===== config.mk =====
export PLATFORM = sky130hd
export DESIGN_NAME = onehot_mux_8_flat
export DESIGN_NICKNAME = d
export VERILOG_FILES = /design/src/rtl/onehot_mux_8_pkg.sv /design/src/rtl/onehot_mux_8_if.sv /design/src/rtl/onehot_mux_8_core.sv /design/src/rtl/onehot_mux_8.sv /design/src/flat_wrapper.sv
export SDC_FILE = /design/constraint.sdc
export NUM_CORES = 1
export LEC_CHECK = 0
export BUFFER_PORTS_ARGS = -buffer_cell sky130_fd_sc_hd__buf_2
export CORE_AREA = 2 2 39 41
export CTS_CLUSTER_DIAMETER = 50
export DETAILED_ROUTE_END_ITERATION = 7
export DIE_AREA = 0 0 41 43
export GPL_TIMING_DRIVEN = 0
export HOLD_SLACK_MARGIN = 0.08
export PLACE_DENSITY = 0.74
export SKIP_CTS_REPAIR_TIMING = 1
export SYNTH_ARGS = -nofsm -noshare
export SYNTH_HDL_FRONTEND = slang
export SYNTH_SLANG_ARGS = --single-unit

===== constraint.sdc =====
create_clock -name clk_in -period 1 [get_ports clk_in]
set_input_delay 0.15 -clock clk_in [delete_from_list [all_inputs] [get_ports clk_in]]
set_output_delay 0.15 -clock clk_in [all_outputs]
set_load 0.05 [all_outputs]

===== src/rtl/onehot_mux_8_pkg.sv =====
// Shared definitions for the one-hot way multiplexer: default sizes and the
// select-vector classifier used to raise the select-error flag.
package onehot_mux_8_pkg;

  localparam int DEFAULT_NUMBER_WAYS      = 8;
  localparam int DEFAULT_ELEMENT_BITS     = 4;
  localparam int MAX_WAYS                 = 64;

  typedef enum logic [1:0] {
    SEL_NONE  = 2'd0,
    SEL_ONE   = 2'd1,
    SEL_MULTI = 2'd2
  } sel_class_e;

  // A vector is one-hot when it is non-zero and clearing its lowest set bit leaves zero.
  function automatic sel_class_e onehot_check(input logic [MAX_WAYS-1:0] sel);
    sel_class_e cls;
    if (sel == '0) begin
      cls = SEL_NONE;
    end else if ((sel & (sel - 1'b1)) == '0) begin
      cls = SEL_ONE;
    end else begin
      cls = SEL_MULTI;
    end
    return cls;
  endfunction

endpackage


===== src/rtl/onehot_mux_8_if.sv =====
// Bus bundle for the one-hot multiplexer: packed ways and select in,
// combinational and registered selection plus select-error flag out.
interface onehot_mux_8_if #(
  parameter int NUMBER_WAYS                 = 8,
  parameter int SINGLE_ELEMENT_SIZE_IN_BITS = 4
);

  logic [NUMBER_WAYS*SINGLE_ELEMENT_SIZE_IN_BITS-1:0] way_packed_in;
  logic [NUMBER_WAYS-1:0]                             sel_in;
  logic [SINGLE_ELEMENT_SIZE_IN_BITS-1:0]             way_packed_out;
  logic [SINGLE_ELEMENT_SIZE_IN_BITS-1:0]             way_packed_out_q;
  logic                                               sel_error_out;

  modport master (
    output way_packed_in,
    output sel_in,
    input  way_packed_out,
    input  way_packed_out_q,
    input  sel_error_out
  );

  modport slave (
    input  way_packed_in,
    input  sel_in,
    output way_packed_out,
    output way_packed_out_q,
    output sel_error_out
  );

endinterface


===== src/rtl/onehot_mux_8_core.sv =====
// Purely combinational AND-OR way selector; multi-hot selects OR the chosen
// ways together and an all-zero select yields zero.
module onehot_mux_core #(
  parameter int NUMBER_WAYS                 = 8,
  parameter int SINGLE_ELEMENT_SIZE_IN_BITS = 4
) (
  input  logic [NUMBER_WAYS*SINGLE_ELEMENT_SIZE_IN_BITS-1:0] way_packed_in,
  input  logic [NUMBER_WAYS-1:0]                             sel_in,
  output logic [SINGLE_ELEMENT_SIZE_IN_BITS-1:0]             way_packed_out
);

  localparam int W = SINGLE_ELEMENT_SIZE_IN_BITS;

  always_comb begin
    way_packed_out = '0;
    for (int unsigned i = 0; i < NUMBER_WAYS; i++) begin
      way_packed_out = way_packed_out | (way_packed_in[i*W +: W] & {W{sel_in[i]}});
    end
  end

endmodule


===== src/rtl/onehot_mux_8.sv =====
// One-hot way multiplexer with a zero-latency selected output, a registered
// copy of it and a registered flag for non-one-hot selects.
module onehot_mux_8
  import onehot_mux_8_pkg::*;
#(
  parameter int NUMBER_WAYS                 = DEFAULT_NUMBER_WAYS,
  parameter int SINGLE_ELEMENT_SIZE_IN_BITS = DEFAULT_ELEMENT_BITS
) (
  input  logic            clk_in,
  input  logic            reset_n_in,
  onehot_mux_8_if.slave   bus
);

  localparam int W = SINGLE_ELEMENT_SIZE_IN_BITS;

  logic [W-1:0]          way_out;
  logic [W-1:0]          way_out_d;
  logic [W-1:0]          way_out_q;
  logic                  sel_error_d;
  logic                  sel_error_q;
  logic [MAX_WAYS-1:0]   sel_ext;
  sel_class_e            sel_class;

  onehot_mux_core #(
    .NUMBER_WAYS                 (NUMBER_WAYS),
    .SINGLE_ELEMENT_SIZE_IN_BITS (SINGLE_ELEMENT_SIZE_IN_BITS)
  ) u_core (
    .way_packed_in  (bus.way_packed_in),
    .sel_in         (bus.sel_in),
    .way_packed_out (way_out)
  );

  // Select is zero-extended into the classifier's fixed-width argument.
  always_comb begin
    sel_ext                    = '0;
    sel_ext[NUMBER_WAYS-1:0]   = bus.sel_in;
    sel_class                  = onehot_check(sel_ext);
    way_out_d                  = way_out;
    sel_error_d                = (sel_class != SEL_ONE);
  end

  always_ff @(posedge clk_in or negedge reset_n_in) begin
    if (!reset_n_in) begin
      way_out_q   <= '0;
      sel_error_q <= 1'b0;
    end else begin
      way_out_q   <= way_out_d;
      sel_error_q <= sel_error_d;
    end
  end

  assign bus.way_packed_out   = way_out;
  assign bus.way_packed_out_q = way_out_q;
  assign bus.sel_error_out    = sel_error_q;

endmodule


===== src/flat_wrapper.sv =====
// flat-port wrapper written by rule: the top's interface ports become plain ports
module onehot_mux_8_flat import onehot_mux_8_pkg::*;
#(
  parameter int NUMBER_WAYS                 = DEFAULT_NUMBER_WAYS,
  parameter int SINGLE_ELEMENT_SIZE_IN_BITS = DEFAULT_ELEMENT_BITS
)
  (clk_in, reset_n_in, bus_way_packed_in, bus_sel_in, bus_way_packed_out, bus_way_packed_out_q, bus_sel_error_out);
  onehot_mux_8_if #(.NUMBER_WAYS(NUMBER_WAYS), .SINGLE_ELEMENT_SIZE_IN_BITS(SINGLE_ELEMENT_SIZE_IN_BITS)) bus_i ();
  input  logic clk_in;
  input  logic reset_n_in;
  input wire logic [$bits(bus_i.way_packed_in)-1:0] bus_way_packed_in;
  input wire logic [$bits(bus_i.sel_in)-1:0] bus_sel_in;
  output wire logic [$bits(bus_i.way_packed_out)-1:0] bus_way_packed_out;
  output wire logic [$bits(bus_i.way_packed_out_q)-1:0] bus_way_packed_out_q;
  output wire logic [$bits(bus_i.sel_error_out)-1:0] bus_sel_error_out;
  assign bus_i.way_packed_in = bus_way_packed_in;
  assign bus_i.sel_in = bus_sel_in;
  assign bus_way_packed_out = bus_i.way_packed_out;
  assign bus_way_packed_out_q = bus_i.way_packed_out_q;
  assign bus_sel_error_out = bus_i.sel_error_out;
  onehot_mux_8 #(.NUMBER_WAYS(NUMBER_WAYS), .SINGLE_ELEMENT_SIZE_IN_BITS(SINGLE_ELEMENT_SIZE_IN_BITS)) u_core (.clk_in(clk_in), .reset_n_in(reset_n_in), .bus(bus_i));
endmodule

==> metrics.csv, run 1 <==
metric;value;unit
Slew Limit Headroom;83.4;%
vias in the first global route;525;
status;finished with violations;
storage element area;125;µm²
sequential area share after synthesis;33.9;%
Setup TNS;-7.94;ps
Initial Utilization;26.7;%
Setup crit end kind;primary output;
share of the synthesized area in the top cell type;33.9;%
highest net fanout along the worst path;7;
Power Internal;0.000526;W
Least-Margin Pin Slew;250;ps
largest area contributor in the netlist;dfrtp_1;
IO Pins;51;
sw power;0.000261;W
pin count of the biggest net entering global routing;9;
Netlist cell types;14;
Post-DRT Antenna Nets;0;
multiplexer area fraction after synthesis;0;%
WP data arrival;860;ps
switching power share of the total;33.1;%
Clk network pwr share;28.2;%
main combinational cell family by area after synthesis;compound AO/OA/AOI/OAI gates;
RSZ-0062 raised after global routing;true;
root buffer cell;clkbuf_4;
period utilization;101;%
Max Fclk;992;MHz
Inserted Clock Buffers;3;
sequential power share;27.2;%
failing checks;negative setup slack;
met2 WL;743;µm
Cell Area, Synth;369;µm²
WL met1;609;µm
Worst Setup Slack, final;-7.94;ps
CTS max path bufs;2;
Compound-Gate Fraction of Synth Area;39.3;%
DR WL met3;205;µm
total track usage;17.0;%
critical path startpoint category;input pin;
P_leak;0.364;nW
Placed Instances;105;
share of cells above drive strength 1;75.3;%
IR Drop Worst-Case VDD;0.349;mV
syn avg cell area;9.46;µm²
Slew Viols, Final;0;
flops & latches, synth;5;
vias;598;
commonest cells after routing, fill and taps aside;38 x buf_2, 15 x a22oi_2, 7 x buf_4;
HP Class;in2reg;
fillers;117;
post-synthesis simple-gate area fraction;21.7;%
Post-Syn Nets;81;
GP Congestion;0.669;
synth warn;0;
Setup CP Type;in2out;
ranking of synthesized cells by area;dfrtp_1 34%, a22oi_1 33%, nand4_1 6.8%;
Finished Layout Cells;113;
H-tree level count;1;
crit path time final;1010;ps
I/O Buffers;50;
TritonCTS clock tree;built;
Critical Path RT;850;ps
total gr overflow;0;
Clock Pin Slew Worst Setup and Hold Paths;40;ps
Residual DRC;0;
Ant. Diodes;0;
Fin Hold WS;201;ps
initial antenna violation count;0;
core area;1380;µm²
PwrDens;929;nW/µm²
global-route wire length before repair;2100;µm
Detail Placement HPWL;1180;µm
Layout Nets;140;
final setup fails;1;
Fin. Hold Viols;0;
drt wl/cell;13.8;µm
Avg Vias per Cell;5.29;
max-capacitance violation count;0;
Post-Synth XOR/XNOR Area;2.37;%
DR top layer;met3;
final WL;1560;µm
Die W;41;µm
most common cell after layout, fill and taps aside;buf_2;
Synth Area in Adders;2.71;%
Cells after Synth;39;
CTS Sinks;5;
full die area;1760;µm²
die height;43;µm
Area growth, synth to finish;129;%
Comb power frac;44.5;%
initial drt markers;5;
Std-Cell Rows;14;
drt pass-1 iters;4;
Multi-input gate area;328;µm²
sequential cells by signal (all words and copies together) (netlist names):
signal,cells
u_core.bus.way_packed_out_q,4
u_core.bus.sel_error_out,1
cell families (layout without fill, tap and decap cells):
logic type      Yosys count  after routing
simple gates             13             13
buf+inv                   0             58
xor+xnor                  1              1
flops                     5              5
compound gates           19             19
fa+ha+maj                 1              1
power by group through the flow:
stage / sequential, W / clock (W) / combinational, W
2_1_floorplan: 0.000253 / 0 / 0.000106
3_3_place_gp: 0.000218 / 0 / 0.000295
3_5_place_dp: 0.000217 / 0 / 0.000300
4_1_cts: 0.000214 / 0.000232 / 0.000300
5_1_grt: 0.000215 / 0.000244 / 0.000374
6_report: 0.000214 / 0.000222 / 0.000350
synth_stat cells:
cell,number
nor2_1,2
or3_1,1
maj3_1,1
nor4_2,1
xor2_1,1
o22ai_1,2
nand2b_1,2
a22oi_1,16
nand4_1,4
dfrtp_1,5
nand2_1,1
nor3_1,1
a211oi_2,1
or2b_1,1
path summary, 6_finish.rpt:
path	start	cells after the start	endpoint	slack, ps
min in group asynchronous	reset_n_in	2	u_core.bus.sel_error_out	260
worst max-delay path	bus_sel_in[4]	4	bus_way_packed_out[2]	-8
worst min-delay path	bus_way_packed_in[21]	3	u_core.bus.way_packed_out_q[1]	200
max in group asynchronous	reset_n_in	2	u_core.bus.way_packed_out_q[3]	610
metal layers:
metal | GRT usage, % | vias to the layer above
li1 | - | 285
met1 | 23.9 | 268
met2 | 25.9 | 45
met3 | 1.57 | 0
met4 | 6.00 | 0
met5 | 0 | -
metrics by stage:
| step | cell area [µm²] | utilization (%) | worst slack (ps) | total power, W |
|---|---|---|---|---|
| after floorplan | 438 | - | -179 | 0.000359 |
| after global placement | 708 | 51.2 | -250 | 0.000513 |
| after detailed placement | 708 | 51.2 | -270 | 0.000517 |
| final | 847 | 61.2 | -7.94 | 0.000787 |
| after CTS | 734 | 53.1 | -64.5 | 0.000746 |
| after global routing | 847 | 61.2 | -60.3 | 0.000833 |
worst max-delay path: stages:
cell and delay, ps:
buf_4 150, a22oi_2 170, nand4_1 180, buf_6 200
final cells by class:
| type | instances | share of cell area, % |
|---|---|---|
| clock buffer | 4 | 3.10 |
| multi-input combinational | 34 | 38.7 |
| sequential | 5 | 14.8 |
| tap | 16 | 2.36 |
| timing repair buffer | 54 | 41.1 |
(Power assumes the default switching activity.)
==> run 2, diff against run 1 <==
- CORE_AREA: 2 2 39 41 -> unset
- CORE_UTILIZATION: unset -> 26
- DIE_AREA: 0 0 41 43 -> unset
- PLACE_DENSITY: 0.74 -> 0.73
- clock period: 1 -> 0.8 ns (I/O delays scaled with it)
==> run 2 against run 1 <==
  * The run still ends with negative setup slack left
  * Utilization is 6.2 points higher
  * Count of clock-buffer cells in the layout unchanged
  * Die area is 11% lower
  * First-iteration DRC count is 80% higher
  * Hold slack worse by 23 ps
  * Via count rose by 0.50%
  * Combinational power up 33%
  * Cell count is 1.8% lower
  * Critical endpoint is now u_core.bus.sel_error_out
  * Largest power group unchanged
  * Highest routed layer is now met4
==> metrics.csv, run 2 (synthesized netlist as in run 1, its figures left out) <==
metric;value;unit
status;finished with violations;
failing checks;negative setup slack;
IO Pins;51;
Std-Cell Rows;13;
initial drt markers;9;
Inserted Clock Buffers;3;
Least-Margin Pin Slew;220;ps
P_leak;0.384;nW
global-route wire length before repair;1960;µm
CTS Sinks;5;
HP Class;in2reg;
share of cells above drive strength 1;75.0;%
final setup fails;10;
initial antenna violation count;0;
TritonCTS clock tree;built;
commonest cells after routing, fill and taps aside;33 x buf_2, 15 x a22oi_2, 14 x buf_6;
Worst path slowest cell;nor4_4;
H-tree level count;1;
Clock Pin Slew Worst Setup and Hold Paths;40;ps
Die W;39.7;µm
PwrDens;1160;nW/µm²
Fin Hold WS;179;ps
Residual DRC;0;
Crit path largest cell delay;280;ps
drt wl/cell;15.7;µm
IR Drop Worst-Case VDD;0.543;mV
most common cell after layout, fill and taps aside;buf_2;
root buffer cell;clkbuf_4;
I/O Buffers;50;
Worst Setup Slack, final;-149;ps
RSZ-0062 raised after global routing;true;
Cell Area, Placed;707;µm²
max FFs per register;4;
Area growth, synth to finish;141;%
most frequent CP cell;o22ai_1;
fillers;125;
CTS max path bufs;2;
full die area;1570;µm²
Setup crit end kind;register;
Slew Viols, Final;0;
crit-path cells;buf_12, nor4_4, or2b_1, o22ai_1, o22ai_1;
GP Congestion;0.653;
Avg Vias per Cell;5.41;
core area;1320;µm²
highest net fanout along the worst path;7;
drt pass-1 iters;4;
max-capacitance violation count;0;
Max Fclk;1050;MHz
Fin. Hold Viols;0;
vias in the first global route;462;
Ant. Diodes;0;
Layout Nets;139;
final WL;1740;µm
Design Area, Final;888;µm²
total track usage;19.2;%
die height;39.7;µm
WP data arrival;1070;ps
Critical Path RT;920;ps
period utilization;119;%
Setup CP Type;in2reg;
critical path startpoint category;input pin;
vias;601;
crit path time final;949;ps
Initial Utilization;28.0;%
Slew Limit Headroom;85.2;%
total gr overflow;0;
pin count of the biggest net entering global routing;9;
Post-DRT Antenna Nets;0;
==> run 2: changes by cell type in the layout (fill, tap and decap cells not counted) <==
cell	change
buf_6	+8
buf_2	-5
buf_4	-4
buf_8	+1
clkbuf_4	-1
==> run 2: layout make-up <==
class                   count  area, µm²  share of cell area (%)
well taps                  15       18.8                    2.11
multi-input cells          34        328                    36.9
flip-flops and latches      5        125                    14.1
clock buffers               4       26.3                    2.96
repair buffers             53        390                    43.9
==> run 2: per-layer routing <==
layer  track usage [%]  vias to the layer above  share of wire [%]
met5                 0                        -                  0
met4              12.1                        0                2.6
met3              3.41                        6                7.0
met2              27.5                       43                 53
met1              26.0                      269                 37
li1                  -                      283                  -
==> run 2: worst max-delay path, delay by kind of cell <==
family                 cells  cell delay, ps
AO/OA/AOI/OAI              2             260
buffers and inverters      1             120
AND/OR/NAND/NOR            2             560
==> run 2: final timing paths <==
check                                      start                             end  slack [ps]  cells after the start
worst max-delay path               bus_sel_in[3]        u_core.bus.sel_error_out        -150                      5
worst min-delay path       bus_way_packed_in[27]  u_core.bus.way_packed_out_q[3]         180                      3
max in group asynchronous             reset_n_in        u_core.bus.sel_error_out         440                      2
min in group asynchronous             reset_n_in  u_core.bus.way_packed_out_q[2]         230                      2
==> run 2: through the flow <==
stage | std cells | power [W] | utilization, % | setup TNS, ps | setup slack (ps)
6_report | 111 | 0.00103 | 67.4 | -1010 | -149
5_1_grt | 111 | 0.00108 | 67.4 | -1260 | -188
4_1_cts | 108 | 0.000944 | 55.7 | -1570 | -195
3_5_place_dp | 104 | 0.000646 | 53.7 | -1130 | -442
3_3_place_gp | 104 | 0.000640 | 53.7 | -1080 | -416
2_1_floorplan | 39 | 0.000448 | - | -2030 | -349
==> run 2: power breakdown <==
group,switching [W],total [W],internal (W)
clock network,0.000105,0.000294,0.000189
registers,0.00000559,0.000271,0.000266
logic,0.000239,0.000464,0.000225
==> run 3, diff against run 2 <==
- ABC_AREA: unset -> 1
- CORE_UTILIZATION: 26 -> 29
==> run 3 against run 2 <==
  * The flow still finishes with violations (negative setup slack)
  * Critical path type is now in2out
  * Via count increased by 37%
  * Power rose by 10%
  * Area after synthesis grew 24%
  * Critical path depth increased by 1
  * First-iteration DRC count grew to 3.7 times the previous value
  * Utilization grew 12 points
  * Die area up 11%
==> metrics.csv, run 3 <==
metric;value;unit
Critical Path RT;680;ps
synth warn;0;
Die W;41.7;µm
status;finished with violations;
Slew Limit Headroom;87.6;%
share of the synthesized area in the top cell type;34.4;%
ranking of synthesized cells by area;nand2_1 34%, dfrtp_1 27%, a21oi_1 7.7%;
drt wl/cell;14.1;µm
Layout Nets;185;
P_leak;0.586;nW
Setup CP Type;in2out;
Multi-input gate area;434;µm²
pin count of the biggest net entering global routing;8;
TritonCTS clock tree;built;
Inserted Clock Buffers;3;
Avg Vias per Cell;5.26;
drt pass-1 iters;4;
Residual DRC;0;
max-capacitance violation count;0;
sw power;0.000406;W
I/O Buffers;50;
Max Fclk;1030;MHz
vias in the first global route;627;
Clk network pwr share;25.2;%
max FFs per register;4;
Post-Syn Nets;124;
Clock Pin Slew Worst Setup and Hold Paths;40;ps
critical path startpoint category;input pin;
flops & latches, synth;5;
Slew Viols, Final;0;
PwrDens;1040;nW/µm²
pre-CTS setup slack;-260;ps
Worst Setup Slack, final;-172;ps
Fin. Hold Viols;0;
period utilization;122;%
Synth Flop Type;dfrtp_1;
Setup crit end kind;primary output;
GP Congestion;0.776;
Std-Cell Rows;13;
Power Internal;0.000727;W
Fin Hold WS;133;ps
global-route wire length before repair;2490;µm
sequential power share;24.0;%
Netlist cell types;11;
fillers;94;
Post-synth top cells;42 x nand2_1, 9 x nor2_1, 7 x a21oi_1, 7 x inv_1;
IR Drop Worst-Case VDD;0.439;mV
storage element area;125;µm²
number of synthesized flops with an enable pin;0;
core area;1380;µm²
Post-synth ARST share;100;%
IO Pins;51;
switching power share of the total;35.9;%
crit path time final;972;ps
Area growth, synth to finish;139;%
CTS max path bufs;2;
die height;41.7;µm
CTS Sinks;5;
Cells after Synth;82;
commonest cells after routing, fill and taps aside;30 x buf_2, 28 x nand2_1, 13 x buf_6;
syn avg cell area;5.58;µm²
failing checks;negative setup slack;
H-tree level count;1;
total track usage;17.8;%
final setup fails;9;
full die area;1740;µm²
Setup TNS;-979;ps
total gr overflow;0;
HP Class;in2reg;
final total power;0.00113;W
final core utilization;79.0;%
highest net fanout along the worst path;5;
Detail Placement HPWL;1310;µm
Comb power frac;50.8;%
sequential area share after synthesis;27.3;%
Initial Utilization;33.1;%
final WL;2210;µm
most common cell after layout, fill and taps aside;buf_2;
initial drt markers;33;
vias;826;
initial antenna violation count;0;
largest area contributor in the netlist;nand2_1;
Least-Margin Pin Slew;186;ps
Ant. Diodes;0;
WP data arrival;850;ps
count leader, synth;nand2_1;
root buffer cell;clkbuf_4;
share of cells above drive strength 1;60.6;%
RSZ-0062 raised after global routing;true;
Post-DRT Antenna Nets;0;
Cell Area, Synth;458;µm²
-- run 3: cell types whose count changed in the layout (fill, tap and decap cells not counted), sizes merged, moves of 3 or more --
cell,before,now
inv,0,7
a21oi,0,7
nand3,0,5
nand2,1,42
a22oi,16,0
buf,52,55
nor2,2,12
-- run 3: cell families (layout without fill, tap and decap cells) --
| group | after synthesis | in the layout | share of synthesized area, % |
|---|---|---|---|
| AOI/OAI and AO/OA | 9 | 9 | 11.7 |
| buffers and inverters | 7 | 67 | 5.74 |
| DFF | 5 | 5 | 27.3 |
| and+or+nand+nor | 61 | 61 | 55.2 |
-- run 3: through the flow --
step,instance area (µm²),cells
floorplan,504,82
global placement,773,147
detailed placement,773,147
CTS,800,151
global route,1090,157
finish,1090,157
-- run 3: final cells by class --
class                      instances  area share (%)
multi-input combinational         70            39.7
tap                               15            1.72
clock buffer                       4            2.41
timing repair buffer              56            42.3
inverter                           7            2.41
sequential                         5            11.5
-- run 3: metal layers --
layer	vias to the layer above	part of all wire, %	wire (µm)	global-route usage (%)
met5	-	0	0	0
met4	0	2.5	55	7.74
met3	6	6.3	138	2.17
met2	45	57	1250	31.9
met1	391	35	765	20.9
li1	384	-	-	-
-- run 3: power groups by stage --
stage	logic [W]	clock network [W]	registers, W
2_1_floorplan	0.000172	0	0.000315
3_3_place_gp	0.000389	0	0.000271
3_5_place_dp	0.000393	0	0.000271
4_1_cts	0.000394	0.000286	0.000268
5_1_grt	0.000608	0.000305	0.000272
6_report	0.000576	0.000286	0.000272
-- run 3: worst max-delay path: stages --
cell     delay [ps]
buf_12          110
nand2_4          60
nand2_2          50
a21oi_2         130
nand4_1         180
buf_6           200
-- run 3: final timing paths --
path	startpoint	endpoint	depth (start not counted)
min in group asynchronous	reset_n_in	u_core.bus.way_packed_out_q[1]	2
max in group asynchronous	reset_n_in	u_core.bus.way_packed_out_q[3]	2
hold / removal	bus_way_packed_in[13]	u_core.bus.way_packed_out_q[1]	3
setup / recovery	bus_sel_in[7]	bus_way_packed_out[2]	6
